<file path="src/rtl/ascon_pkg.sv">
// Purpose : shared types and helpers for the unrolled ASCON permutation engine.
// Latency : n/a (types, constants and pure functions only).
// Backpr. : n/a.
package ascon_pkg;

    // Upper bound on rounds; the constant schedule of a p^n permutation
    // starts at index ASCON_MAX_ROUNDS - n so all variants end on the same constant.
    localparam int ASCON_MAX_ROUNDS = 12;

    // 320-bit permutation state, x0 in the most significant word.
    typedef struct packed {
        logic [63:0] x0;
        logic [63:0] x1;
        logic [63:0] x2;
        logic [63:0] x3;
        logic [63:0] x4;
    } state_t;

    typedef enum logic [1:0] {
        ST_IDLE = 2'd0,
        ST_RUN  = 2'd1,
        ST_DONE = 2'd2
    } fsm_t;

    // Round-constant byte for schedule index idx: high nibble counts down
    // from F while the low nibble counts up (0xF0, 0xE1, 0xD2, ...).
    function automatic logic [7:0] round_const(input logic [3:0] idx);
        return {4'hF - idx, idx};
    endfunction

    // Only divisors of 12 (excluding 12 itself) are supported per-cycle unroll factors.
    function automatic bit unroll_is_legal(input int unroll);
        return (unroll == 1) || (unroll == 2) || (unroll == 3) ||
               (unroll == 4) || (unroll == 6);
    endfunction

    // Bit n set when a request for n rounds can be served: non-zero, within
    // the bound and an exact multiple of the unroll factor.
    function automatic logic [15:0] nr_legal_mask(input int unroll, input int max_rounds);
        logic [15:0] m;
        m = '0;
        for (int n = 1; n < 16; n++) begin
            if ((n <= max_rounds) && ((n % unroll) == 0)) begin
                m[n] = 1'b1;
            end
        end
        return m;
    endfunction

endpackage

</file>
<file path="src/rtl/ascon_round.sv">
// Purpose : one combinational ASCON round (constant add, 5-bit S-box layer, linear diffusion).
// Latency : 0 cycles, purely combinational.
// Backpr. : none; ports s_i (state in), rc_i (round-constant byte), s_o (state out).
module ascon_round
    import ascon_pkg::*;
(
    input  state_t      s_i,
    input  logic [7:0]  rc_i,
    output state_t      s_o
);

    function automatic logic [63:0] ror64(input logic [63:0] v, input int n);
        return (v >> n) | (v << (64 - n));
    endfunction

    logic [63:0] a0, a1, a2, a3, a4;
    logic [63:0] b0, b1, b2, b3, b4;
    logic [63:0] c0, c1, c2, c3, c4;

    always_comb begin
        // Constant addition into the low byte of x2, then the S-box input mixing.
        a0 = s_i.x0 ^ s_i.x4;
        a1 = s_i.x1;
        a2 = s_i.x2 ^ {56'd0, rc_i} ^ s_i.x1;
        a3 = s_i.x3;
        a4 = s_i.x4 ^ s_i.x3;

        // Chi-like nonlinear core, bit-sliced across all 64 columns.
        b0 = a0 ^ (~a1 & a2);
        b1 = a1 ^ (~a2 & a3);
        b2 = a2 ^ (~a3 & a4);
        b3 = a3 ^ (~a4 & a0);
        b4 = a4 ^ (~a0 & a1);

        // S-box output mixing.
        c0 = b0 ^ b4;
        c1 = b1 ^ b0;
        c2 = ~b2;
        c3 = b3 ^ b2;
        c4 = b4;

        // Per-word linear diffusion.
        s_o.x0 = c0 ^ ror64(c0, 19) ^ ror64(c0, 28);
        s_o.x1 = c1 ^ ror64(c1, 61) ^ ror64(c1, 39);
        s_o.x2 = c2 ^ ror64(c2, 1)  ^ ror64(c2, 6);
        s_o.x3 = c3 ^ ror64(c3, 10) ^ ror64(c3, 17);
        s_o.x4 = c4 ^ ror64(c4, 7)  ^ ror64(c4, 41);
    end

endmodule

</file>
<file path="src/rtl/ascon_perm_unrolled.sv">
// Purpose : ASCON permutation p^n applying UNROLL rounds per clock with its own round counter.
// Latency : done_o pulses nr_i/UNROLL + 1 cycles after the cycle start_i is accepted.
// Backpr. : start_i is taken only in IDLE; requests in RUN/DONE are dropped, illegal nr_i pulses err_o.
// Ports   : clk, rst (async, active-high); start_i, nr_i[3:0], x0_i..x4_i[63:0] in;
//           busy_o, done_o, err_o, x0_o..x4_o[63:0] out.
// Option  : define ASCON_PERM_OUTPUT_GATE_EN to drive x*_o from a result register loaded
//           only on completion, hiding intermediate round states.
module ascon_perm_unrolled
    import ascon_pkg::*;
#(
    parameter int UNROLL     = 2,
    parameter int MAX_ROUNDS = ASCON_MAX_ROUNDS
) (
    input  logic        clk,
    input  logic        rst,
    input  logic        start_i,
    input  logic [3:0]  nr_i,
    input  logic [63:0] x0_i,
    input  logic [63:0] x1_i,
    input  logic [63:0] x2_i,
    input  logic [63:0] x3_i,
    input  logic [63:0] x4_i,
    output logic        busy_o,
    output logic        done_o,
    output logic        err_o,
    output logic [63:0] x0_o,
    output logic [63:0] x1_o,
    output logic [63:0] x2_o,
    output logic [63:0] x3_o,
    output logic [63:0] x4_o
);

    if (!unroll_is_legal(UNROLL) || (MAX_ROUNDS > 15) || (MAX_ROUNDS < 1)) begin : g_bad_cfg
        $error("ascon_perm_unrolled: UNROLL must be 1, 2, 3, 4 or 6 and MAX_ROUNDS 1..15");
    end

    localparam logic [15:0] NR_LEGAL = nr_legal_mask(UNROLL, MAX_ROUNDS);
    localparam logic [3:0]  MAX_R    = 4'(MAX_ROUNDS);
    localparam logic [3:0]  STEP     = 4'(UNROLL);

    fsm_t        fsm_q, fsm_d;
    state_t      st_q, st_d;
    logic [3:0]  r_q, r_d;
    logic        err_q, err_d;

    logic        nr_legal;
    logic        last_step;
    state_t      chain [UNROLL+1];
    state_t      out_view;

    assign nr_legal  = NR_LEGAL[nr_i];
    // Widened compare so r + UNROLL cannot wrap before matching the bound.
    assign last_step = (({1'b0, r_q} + {1'b0, STEP}) == {1'b0, MAX_R});

    // Round chain: stage k uses schedule index r + k.
    assign chain[0] = st_q;
    for (genvar k = 0; k < UNROLL; k++) begin : g_round
        logic [3:0] c_idx;
        assign c_idx = r_q + 4'(k);
        ascon_round u_round (
            .s_i  (chain[k]),
            .rc_i (round_const(c_idx)),
            .s_o  (chain[k+1])
        );
    end

    // State register process.
    always_ff @(posedge clk or posedge rst) begin
        if (rst) begin
            fsm_q <= ST_IDLE;
            st_q  <= '0;
            r_q   <= '0;
            err_q <= 1'b0;
        end else begin
            fsm_q <= fsm_d;
            st_q  <= st_d;
            r_q   <= r_d;
            err_q <= err_d;
        end
    end

    // Next-state process.
    always_comb begin
        fsm_d = fsm_q;
        case (fsm_q)
            ST_IDLE: if (start_i && nr_legal) fsm_d = ST_RUN;
            ST_RUN:  if (last_step)           fsm_d = ST_DONE;
            ST_DONE:                          fsm_d = ST_IDLE;
            default:                          fsm_d = ST_IDLE;
        endcase
    end

    // Datapath next values.
    always_comb begin
        st_d  = st_q;
        r_d   = r_q;
        err_d = 1'b0;
        case (fsm_q)
            ST_IDLE: begin
                if (start_i) begin
                    if (nr_legal) begin
                        st_d = {x0_i, x1_i, x2_i, x3_i, x4_i};
                        r_d  = MAX_R - nr_i;
                    end else begin
                        err_d = 1'b1;
                    end
                end
            end
            ST_RUN: begin
                st_d = chain[UNROLL];
                r_d  = r_q + STEP;
            end
            default: ;
        endcase
    end

    // Output process.
    always_comb begin
        busy_o = (fsm_q == ST_RUN);
        done_o = (fsm_q == ST_DONE);
    end

`ifdef ASCON_PERM_OUTPUT_GATE_EN
    state_t out_q, out_d;

    // Result register captures the final chain output on the RUN->DONE edge,
    // the same edge that commits it to the state register.
    always_comb begin
        out_d = out_q;
        if ((fsm_q == ST_RUN) && last_step) begin
            out_d = chain[UNROLL];
        end
    end

    always_ff @(posedge clk or posedge rst) begin
        if (rst) begin
            out_q <= '0;
        end else begin
            out_q <= out_d;
        end
    end

    assign out_view = out_q;
`else
    assign out_view = st_q;
`endif

    assign err_o = err_q;
    assign x0_o  = out_view.x0;
    assign x1_o  = out_view.x1;
    assign x2_o  = out_view.x2;
    assign x3_o  = out_view.x3;
    assign x4_o  = out_view.x4;

endmodule

</file>
<file path="config.mk">
export PLATFORM = sky130hd
export DESIGN_NAME = ascon_perm_unrolled
export DESIGN_NICKNAME = d
export VERILOG_FILES = /design/src/rtl/ascon_pkg.sv /design/src/rtl/ascon_round.sv /design/src/rtl/ascon_perm_unrolled.sv
export SDC_FILE = /design/constraint.sdc
export NUM_CORES = 2
export LEC_CHECK = 0
export CELL_PAD_IN_SITES_DETAIL_PLACEMENT = 2
export CELL_PAD_IN_SITES_GLOBAL_PLACEMENT = 2
export CORE_MARGIN = 8
export CORE_UTILIZATION = 39
export DETAILED_ROUTE_END_ITERATION = 10
export PLACE_DENSITY_LB_ADDON = 0.1
export SKIP_LAST_GASP = 1
export SLEW_MARGIN = 25
export SYNTH_ARGS = -nofsm -noshare
export SYNTH_HDL_FRONTEND = slang
export SYNTH_HIERARCHICAL = 1
export SYNTH_SLANG_ARGS = --single-unit
</file>
<file path="constraint.sdc">
create_clock -name clk -period 32.8 [get_ports clk]
set_input_delay 6.56 -clock clk [delete_from_list [all_inputs] [get_ports clk]]
set_output_delay 6.56 -clock clk [all_outputs]
set_load 0.01 [all_outputs]
</file>
==> metrics.md <==
| Metric | Value |
|---|---|
| Startpoint types | `primary input` |
| Longest Clk Path Bufs | `3` |
| Synth cell types | `43` |
| CTS Buf Count | `42` |
| Max-slew violation count | `0` |
| Standard-cell rows | `132` |
| Relative slew slack | `0.0468` |
| Max layer used | `met5` |
| CP Launch Point | `nr_i[0]` |
| Sequential cell area fraction in the yosys report | `0.162` |
| Vias per cell | `6.21` |
| Tcrit/Tclk final | `0.311` |
| CTS hold repair buffers | `0` |
| Fin. Hold Viols | `0` |
| Reg clk slew, reported paths | `0.06 ns` |
| Overflow after GRT | `0` |
| DR pass1 iterations | `6` |
| Setup Skew | `0.0210 ns` |
| Worst Setup End Kind | `flop` |
| Core box area | `129000 um2` |
| Starting Density | `0.392` |
| Syn nets | `5911` |
| Total routed wirelength | `around 340 mm` |
| Synth area leader | `xnor3_1` |
| Highest Clock Rate | `a little under 100 MHz` |
| Data required time at the worst endpoint | `33.33 ns` |
| Most frequent cell after synthesis | `xnor2_1` |
| Die height | `between 300 and 400 um` |
| Vias after detailed routing | `~46000` |
| Area contributors post-synth | `xnor3_1 (20%), dfrtp_1 (16%), xnor2_1 (13%), xor2_1 (7.4%), ha_1 (6.5%)` |
| Drt drc | `0` |
| Synth cell count leaders | `xnor2_1 (739), nor2_1 (628), xnor3_1 (448), xor2_1 (429), inv_1 (336)` |
| Seq cells post-synth | `327` |
| Number of synthesized flops with an enable pin | `0` |
| GPL Wtd Cong | `1.17` |
| Vias in the first global route | `approximately 48000` |
| Kind of critical path | `in -> reg` |
| Top_reg_cell synth | `dfrtp_1` |
| DR WL/cell | `45.3 um` |
| Outcome | `complete, no violations` |
| Clk Latency, worst-skew pair | `0.63 ns` |
| WP data arrival | `10.73 ns` |
| Worst hold path startpoint | `x2_o[5]` |
| Clock root buffer | `clkbuf_16` |
| Setup TNS | `0 ns` |
| Die area | `141000 um2` |
| Initial antenna violation count | `43` |
| Worst-path maximum fanout | `76` |
| Slew at the pin closest to its max-slew limit | `1.42 ns` |
| Ys Warns | `6` |
| Port Buffer Count | `649` |
| R2r startpoint | `r_q[1]` |
| Clock sinks | `327` |
| Fin nets | `6245` |
| Unrepaired setup endpoints after global routing | `no` |
| CTS tree | `yes` |
| H-tree depth | `2` |
| Final setup viols | `0` |
| Met1 Routed Length | `127 mm` |
| I/O Pins | `650` |
| Cells after synthesis | `roughly 5300` |
| Largest net degree at the start of global routing | `178` |
| CTS resizes | `0` |
| Post-Syn Area | `50500 um2` |
| Post-synth top area share | `0.200` |
| Post-DRT Antenna Nets | `0` |
| Initial DRC Count | `roughly 5200` |
| First-pass GRT wire length | `444 mm` |
| Post-route minimum period | `10.21 ns` |
| Max_cap viols | `0` |
| Final HPWL from detailed placement | `283 mm` |
| Avg Cell Area, Syn | `between 9 and 10 um2` |
| Async SR Flop Fraction | `1.00` |
| Area growth syn-to-layout | `18.0%` |
| Met3 routed WL | `roughly 33 mm` |
| Worst min-delay path class | `reg -> reg` |
| Met2 Wirelength | `151 mm` |
| # Post-CTS Setup Buffers | `0` |
| Layout cell share with drive strength beyond 1 | `0.0881` |
| Total GRT Usage | `0.459` |
| Final Util | `0.462` |
| Die W | `376 um` |
registers in the layout, summed over array words and instances, names as in the netlist:
| register | count |
|---|---|
| x2_o | 64 |
| x0_o | 64 |
| err_o | 1 |
| x3_o | 64 |
| r_q | 4 |
| fsm_q | 2 |
| x4_o | 64 |
| x1_o | 64 |
per-stage QoR:
stage,area (um2),hold WS [ns],cells,worst slack (ns)
CTS,59400,0.614,7431,22.78
detailed placement,58000,0.596,7355,22.25
floorplan,50500,0.542,5323,17.19
finish,59600,0.610,7453,22.59
global placement,57700,0.574,7355,22.57
global route,59500,0.641,7433,22.48
cells by family (layout without fill, tap and decap cells):
logic type	count (synthesis)	after routing	share of synthesized area
XOR/XNOR	1826	1826	0.480
AND/OR/NAND/NOR	1125	1125	0.0921
buffers and inverters	871	1237	0.0911
AO/OA/AOI/OAI	804	804	0.0887
adder cells (fa/ha/maj)	329	329	0.0782
flip-flops	327	327	0.162
multiplexers	41	41	0.00812
other	0	22	0
per-layer routing:
metal | track usage | vias up
li1 | - | 18300
met1 | 0.543 | 24400
met2 | 0.719 | 2747
met3 | 0.148 | 835
met4 | 0.295 | 22
met5 | 0 | -
worst max-delay path, cell delays in order:
cell             delay [ns]
clkdlybuf4s50_1        0.46
inv_1                  0.16
ha_1                   0.19
nand2b_1               0.17
a211oi_4               0.67
buf_4                  0.41
buf_4                  0.62
buf_4                  0.83
o21ai_1                0.22
a31oi_1                0.26
worst paths after layout:
kind	to	slack (ns)	cells past startpoint
setup / recovery	x1_o[33]	22.59	10
hold / removal	x2_o[5]	0.61	2
setup reg to reg	x3_o[48]	26.73	12
hold reg to reg	x2_o[5]	0.61	2
max in group asynchronous	x2_o[48]	24.30	4
min in group asynchronous	x2_o[17]	6.44	2
final cells by class:
type                       count  area [um2]
fill                       13300       69400
multi-input combinational   4125       38600
sequential                   327        8180
timing repair buffer         825        7840
tap                         1742        2180
inverter                     336        1270
clock buffer                  62        1250
clock inverter                14         173
antenna                       22        55.1
cell usage in the layout, fill, tap and decap left out, types with 2 or more instances in the layout:
| cell | instances |
|---|---|
| a21oi_1 | 97 |
| a31oi_1 | 320 |
| buf_12 | 2 |
| buf_4 | 174 |
| bufinv_16 | 4 |
| clkbuf_1 | 11 |
| clkbuf_16 | 45 |
| clkbuf_8 | 6 |
| clkdlybuf4s50_1 | 649 |
| clkinv_2 | 9 |
| dfrtp_1 | 327 |
| diode_2 | 22 |
| ha_1 | 261 |
| inv_1 | 335 |
| maj3_1 | 64 |
| maj3_2 | 4 |
| mux2i_1 | 41 |
| nand2_1 | 165 |
| nand2b_1 | 3 |
| nand3_1 | 321 |
| nor2_1 | 628 |
| nor2b_1 | 2 |
| o211ai_1 | 2 |
| o21ai_0 | 113 |
| o21ai_1 | 261 |
| xnor2_1 | 641 |
| xnor2_2 | 216 |
| xnor2_4 | 10 |
| xnor3_1 | 448 |
| xor2_1 | 423 |
| xor2_2 | 24 |
| xor3_1 | 64 |
Power is left out: the tool's default activity adds up to more than one toggle a clock period on the data nets, which glitch-free logic cannot reach.
